**src/rtl/decodificador_display.sv**
```systemverilog
`timescale 1ns/1ps
// Four-digit multiplexed 7-segment driver (common anode, active-low) for the MM:SS timer.
// Shadow-latched BCD digits, leading-zero blanking, colon dot and whole-display blink.
module decodificador_display #(
    parameter int SCAN_DIV  = 1000,
    parameter int BLINK_DIV = 125
) (
    input  logic        clock,
    input  logic        resetn,
    input  logic [15:0] digitos,
    input  logic        carregar,
    input  logic        enablen,
    input  logic        apagar_zeros,
    input  logic        pisca,
    input  logic        dois_pontos,
    output logic [6:0]  segmentos,
    output logic [3:0]  anodos,
    output logic        ponto
);
    localparam int PW = $clog2(SCAN_DIV);
    localparam int BW = (BLINK_DIV > 1) ? $clog2(BLINK_DIV) : 1;

    logic [15:0]   shadow;
    logic [PW-1:0] presc;
    logic [1:0]    idx;
    logic [BW-1:0] bcnt;
    logic          fase;

    logic       tick, frame_end, blank_cur;
    logic [3:0] cur;
    logic [6:0] seg_nxt;
    logic [3:0] an_nxt;
    logic       pt_nxt;

    function automatic logic [6:0] decode(input logic [3:0] v);
        case (v)
            4'd0:    decode = 7'b1000000;
            4'd1:    decode = 7'b1111001;
            4'd2:    decode = 7'b0100100;
            4'd3:    decode = 7'b0110000;
            4'd4:    decode = 7'b0011001;
            4'd5:    decode = 7'b0010010;
            4'd6:    decode = 7'b0000010;
            4'd7:    decode = 7'b1111000;
            4'd8:    decode = 7'b0000000;
            4'd9:    decode = 7'b0010000;
            default: decode = 7'b0111111;
        endcase
    endfunction

    assign tick      = (presc == PW'(SCAN_DIV - 1));
    assign frame_end = tick && (idx == 2'd3);
    assign cur       = shadow[{idx, 2'b00} +: 4];
    // Tens-of-minutes blanks on its own zero; units-of-minutes only when both minute digits are zero.
    assign blank_cur = apagar_zeros &&
                       (((idx == 2'd3) && (shadow[15:12] == 4'd0)) ||
                        ((idx == 2'd2) && (shadow[15:8] == 8'd0)));

    always_comb begin
        an_nxt  = 4'b1111;
        seg_nxt = 7'b1111111;
        pt_nxt  = 1'b1;
        if (!(enablen || fase || blank_cur)) begin
            an_nxt  = ~(4'b0001 << idx);
            seg_nxt = decode(cur);
            pt_nxt  = !((idx == 2'd2) && dois_pontos);
        end
    end

    always_ff @(posedge clock or negedge resetn) begin
        if (!resetn) begin
            shadow    <= '0;
            presc     <= '0;
            idx       <= '0;
            bcnt      <= '0;
            fase      <= 1'b0;
            segmentos <= 7'b1111111;
            anodos    <= 4'b1111;
            ponto     <= 1'b1;
        end else begin
            if (carregar) shadow <= digitos;
            presc <= tick ? '0 : presc + PW'(1);
            if (tick) idx <= idx + 2'd1;
            // Blink phase is frozen at the lit phase whenever blinking is off.
            if (!pisca) begin
                bcnt <= '0;
                fase <= 1'b0;
            end else if (frame_end) begin
                if (bcnt == BW'(BLINK_DIV - 1)) begin
                    bcnt <= '0;
                    fase <= ~fase;
                end else begin
                    bcnt <= bcnt + BW'(1);
                end
            end
            segmentos <= seg_nxt;
            anodos    <= an_nxt;
            ponto     <= pt_nxt;
        end
    end
endmodule

```
**config.mk**
```make
export PLATFORM = sky130hd
export DESIGN_NAME = decodificador_display
export DESIGN_NICKNAME = d
export VERILOG_FILES = /design/src/rtl/decodificador_display.sv
export SDC_FILE = /design/constraint.sdc
export NUM_CORES = 1
export LEC_CHECK = 0
export CAP_MARGIN = 40
export CORE_MARGIN = 8
export CORE_UTILIZATION = 30
export CTS_CLUSTER_DIAMETER = 40
export DETAILED_ROUTE_END_ITERATION = 12
export PLACE_DENSITY_LB_ADDON = 0.25
export SLEW_MARGIN = 20
export SYNTH_ARGS = -nofsm -noshare
export SYNTH_HDL_FRONTEND = slang
export SYNTH_SLANG_ARGS = --single-unit
export TNS_END_PERCENT = 20
```
**constraint.sdc**
```tcl
create_clock -name clock -period 1.8 [get_ports clock]
set_clock_uncertainty 0.1 [all_clocks]
set_input_delay 0.27 -clock clock [delete_from_list [all_inputs] [get_ports clock]]
set_output_delay 0.27 -clock clock [all_outputs]
set_load 0.01 [all_outputs]
```
---- Word-level counts from Yosys, hierarchy flattened ----
Memory sizes are Yosys's and may differ from the RTL's.
Cells that the tools add are included.
storage, ports and cells
  register bits ........................... 48
  bits in read-only memories .............. 112
  input port bits ......................... 23
  output and inout bits ................... 12
  logic and storage cells ................. 44
  memories kept ........................... 1
operators by class
  add/subtract/negate cells ............... 3
  equality and inequality tests ........... 6
  shift-type cells ........................ 2
  muxes and demuxes ....................... 10
  bitwise logic cells ..................... 2
  reductions and logical operators ........ 12
memories
  name             depth  width  rd ports  clocked after memory_dff  wr ports  RTL line  RTL
  (no name shown)  16     7      1         0                         0         36        case (v)
operators with widths
  cell                                                               number
  7-bit 2-to-1 mux                                                   4
  16-bit by 5-bit variable part select with 4-bit output             1
  10-bit by 1-bit adder with 10-bit output, second input constant    1
  10-bit == test, second input constant                              1
  10-bit 2-to-1 mux                                                  1
  8-bit zero test                                                    1
  7-bit by 1-bit adder with 7-bit output, second input constant      1
  7-bit == test, second input constant                               1
  1-bit logical AND                                                  5
  2-bit == test, second input constant                               2
  4-bit zero test                                                    1
  1-bit 2-to-1 mux                                                   4
  4-bit 2-to-1 mux                                                   1
  2-bit by 1-bit != test with 1-bit output, second input constant    2
  4-bit NOT                                                          1
  1-bit by 2-bit << shifter with 4-bit output, first input constant  1
  1-bit logical OR                                                   3
  2-bit by 1-bit adder with 2-bit output, second input constant      1
  2-bit AND reduction                                                1
  1-bit zero test                                                    1
  1-bit NOT                                                          1

---- Logic depth before layout (Yosys ltp) ----
  depth after elaboration ................. 6
  depth in mapped cells ................... 7
  gate-level depth less buffers ........... 6

---- Least setup slack after synthesis ----
OpenSTA, ideal clock, no wires.
  kind .................................... register to register
  start ................................... reg idx[0]
  end ..................................... reg segmentos[5]
  library setup time ...................... 0.096 ns
  data arrival time ....................... 1.739 ns
  data required time ...................... 1.604 ns
  setup slack ............................. -0.135 ns
  stages on the path, launching flop included .. 7
  path buffers ............................ 1
  period minus slack after synthesis ...... 1.935 ns
  cells stage by stage .................... dfrtp_1 > buf_6 > mux4_1 > ha_1 > or2b_1 > a21oi_1 > o21ai_0
between the ends
  longest elaborated chain between the ends .. 6
  elaborated cells on any way between the ends .. 10
  those cells by class .................... eq/ne (2); shift (1); mux (1); reduce/logical (5); memory (1)
RTL lines
  element                                                                         RTL line  RTL
  start: declaration                                                              25        logic [1:0] idx;
  start signal: assignment                                                        83        if (tick) idx <= idx + 2'd1;
  parallel branches: the longest is 5 deep, another holds memory read 16 x 7 bit  n/a
  7-bit 2-to-1 mux (*)                                                            63        if (!(enablen || fase || blank_cur)) begin
  via seg_nxt[5]                                                                  31        logic [6:0] seg_nxt;
  end signal: assignment                                                          96        segmentos <= seg_nxt;
  end: declaration                                                                16        output logic [6:0] segmentos,
Mark *: on every way through the listed nets, which the timed path passes.
A chain may end at the register's enable or synchronous reset.

---- Final worst setup path ----
Ends and elaborated chain as after synthesis.

==> flow_summary.toml <==
[run_status]
outcome = "finished with violations"
violations = "negative setup slack"

[sta]
fmaxAchievable_mhz = 552
rsz0062_at_grt = "yes"
worst_pin_slew_ns = 0.411
final_hold_viol_count = 0
max_slew_margin_pct = 72.6
finalCriticalPeriod_ns = 1.81
finalWorstSetupSlack_ns = -0.0122
setup_viol = 2
hold_slack_ns = 0.321
setup_total_negative_slack_ns = -0.0133
slew_viol_final = 0
final_worst_path_period_share_pct = 101

[final_layout]
multi_input_area_um2 = 1090
area_delta_synth_final_pct = 33.9
num-fill-cells = 755
layout.core_utilization_pct = 41.3
post_route_cells_drive_above_1_share_pct = 29.4
layout.area.seq_um2 = 1220
post-route-cell-area_um2 = 3190
diode_insertion_count_for_antenna_repair = 0
nNetsFinal = 303

[hold_path]
worst_min_path_class = "in2async"

[global_routing]
globalRouteOverflowTotal = 0
first_global_vias = 1791
grt_start_max_net_pins = 32
grt_antenna_before_repair = 0
grt_busiest_layer = "met2"
global_route_wire_length_before_repair_um = 8830
gr-usage-met1_pct = 12.8
grt_util_met2_pct = 14.6
gr-usage-all-layers_pct = 9.64
groute.layer.met3.usage_pct = 2.46

[clocking]
clock_tree_from_tritoncts = "done"
cts.root.buffer_cell = "sky130_fd_sc_hd__clkbuf_8"
path_clk_slew_ns = 0.10
cts_max_level = 2
clock_tree.buffer_depth = 2
number_of_clock_sinks = 48
cts-buffers-inserted = 5
clock_insertion_delay_worst_skew_ns = 0.31

[floorplanning]
floorplan.die_area_um2 = 11000
initial_core_util_pct = 30.8
number_of_rows_in_the_core_area = 32
placeableCoreArea_um2 = 7730
pin_count = 35
floorplan.die.width_um = 105
floorplan.die.height_um = 105

[power_and_ir_drop]
power.share.sequential_pct = 48.1
p_int_uw = 1890
total_power_uw = 2440
p_switching_uw = 549
power-per-cell-area_nw_per_um2 = 765
power.combinational.fraction_pct = 13.2
sw_frac_of_total_pct = 22.5
share_clk_of_total_power_pct = 38.7
ir_worst_vdd_v = 0.000383
static-leakage-power_uw = 0.00135

[synthesis]
ys_warn_count = 0
fraction_of_synthesis_flops_using_an_asynchronous_set_or_reset_pin_pct = 100
synth.lib_cells_used.distinct = 39
synth_edf_count = 0
ys_dominant_reg_cell = "sky130_fd_sc_hd__dfrtp_1"
ys_seq_area_share_pct = 51.1
post_synth_instance_area_um2 = 2380
syn_avg_cell_area_um2 = 11.4
postSynthNetCount = 243
post_synth_inst_count = 208
yosys_register_bits = 48

[drt]
detailedRoute.firstPassIterationCount = 4
antenna_left = 0
route.detailed.wl_per_inst_um = 13.6
number_of_vias_per_cell_after_detailed_routing = 4.69
post-route-drc-count = 0
drtIter0Drc = 65
total_detailed_routing_wirelength_um = 5040
routed-via-count = 1741

[worst_setup_path]
cp-end-kind = "register"
critPathKind = "reg2reg"
crit_fanout = 5
cp-startpoint = "idx[0]"
setup_crit_start_kind = "register"
worstReg2RegStart = "idx[0]"
cp.required_ns = 1.93
crit_arrival_ns = 1.94

[place]
io_buffers = 34
dpl_cell_area_um2 = 3000
detailed_place_hpwl_um = 3750
place.gp.congestion = 0.756

[job]
max_cap_viol_count = 0
## cell usage after synthesis (all sizes together) (3+ instances only)
cell type / count / share of area [%]
mux4: 4 / 4.1
and4: 3 / 1.1
xnor2: 3 / 1.1
a31oi: 4 / 1.1
nand4: 3 / 0.79
dfstp: 12 / 13
nand2b: 3 / 0.79
a21oi: 10 / 2.1
inv: 10 / 1.6
nor2: 10 / 1.6
nand2: 13 / 2.0
nand3: 12 / 2.5
buf: 4 / 1.4
dfrtp: 36 / 38
mux2i: 4 / 1.7
o21ai: 15 / 3.2
clkbuf: 5 / 0.79
ha: 12 / 6.3
xor2: 3 / 1.1
and3: 7 / 1.9
mux2: 17 / 8.0
## metal layers
metal	routed length, um	part of all wire (%)
met5	0	0
met4	88	1.7
met1	2450	49
met3	189	3.8
met2	2310	46
## cells by family (layout without fill, tap and decap cells)
logic type                 after synthesis  in the layout  share of synthesized area [%]
muxes                                   25             25                           13.8
xor gates and xnor gates                 6              6                           2.21
adders and majority gates               12             12                           6.31
buffers and inverters                   19             80                           3.73
AOI/OAI and AO/OA                       37             37                           8.99
and+or+nand+nor                         61             61                           13.9
DFF                                     48             48                           51.1
## area by class of cell
class	count	area share [%]
well taps	102	4.00
clock inverters	3	2.16
flip-flops and latches	48	38.2
multi-input cells	141	34.2
inverters	10	1.18
clock buffers	5	2.16
repair buffers	62	18.1
## state kept, by name (all words and copies together) (netlist names)
register / count
anodos: 4
ponto: 1
bcnt: 7
presc: 10
idx: 2
segmentos: 7
fase: 1
shadow: 16
## metrics by stage
step	instances	setup slack, ns
detailed placement	360	-0.0341
floorplan	208	-0.0168
finish	371	-0.0122
global placement	360	-0.00230
global route	371	-0.113
CTS	371	-0.0420
## power by group through the flow
stage	combinational [uW]	sequential (uW)	clock [uW]
CTS	321	1170	977
global route	358	1180	1010
finish	322	1170	943
floorplan	134	1190	0
global placement	308	1190	0
detailed placement	308	1200	0
## critical path, stage by stage, from the launching register on
cell and delay [ns]:
sky130_fd_sc_hd__dfrtp_2 0.42, sky130_fd_sc_hd__mux4_2 0.58, sky130_fd_sc_hd__ha_2 0.20, sky130_fd_sc_hd__or2b_1 0.25, sky130_fd_sc_hd__a21oi_2 0.13, sky130_fd_sc_hd__o21ai_1 0.06
## repair_timing
item                                   4_1_cts  5_1_grt
gates resized for setup                      5        7
buffers inserted                             2        0
endpoints found under the hold margin        8        0
hold buffers                                 1        0
pin swaps                                    3        0
setup endpoints to repair                    7       17
## path summary, 6_finish.rpt
| kind | endpoint | slack, ns | depth (start not counted) |
|---|---|---|---|
| worst min-delay path | bcnt[4] | 0.32 | 2 |
| max in group asynchronous | segmentos[1] | 0.72 | 3 |
| worst max register to register | segmentos[5] | -0.01 | 5 |
| worst max-delay path | segmentos[5] | -0.01 | 5 |
| worst min register to register | presc[9] | 0.36 | 1 |
| min in group clock | presc[9] | 0.36 | 1 |
## layout by cell type, fill, tap and decap left out, drive strengths merged, types with 7 or more instances in the layout
| cell | netlist | final |
|---|---|---|
| dfrtp | 36 | 36 |
| clkdlybuf4s50 | 0 | 33 |
| buf | 4 | 28 |
| mux2 | 17 | 17 |
| o21ai | 15 | 15 |
| nand2 | 13 | 13 |
| nand3 | 12 | 12 |
| dfstp | 12 | 12 |
| ha | 12 | 12 |
| inv | 10 | 11 |
| nor2 | 10 | 10 |
| a21oi | 10 | 10 |
| and3 | 7 | 7 |
(Power assumes the default switching activity.)
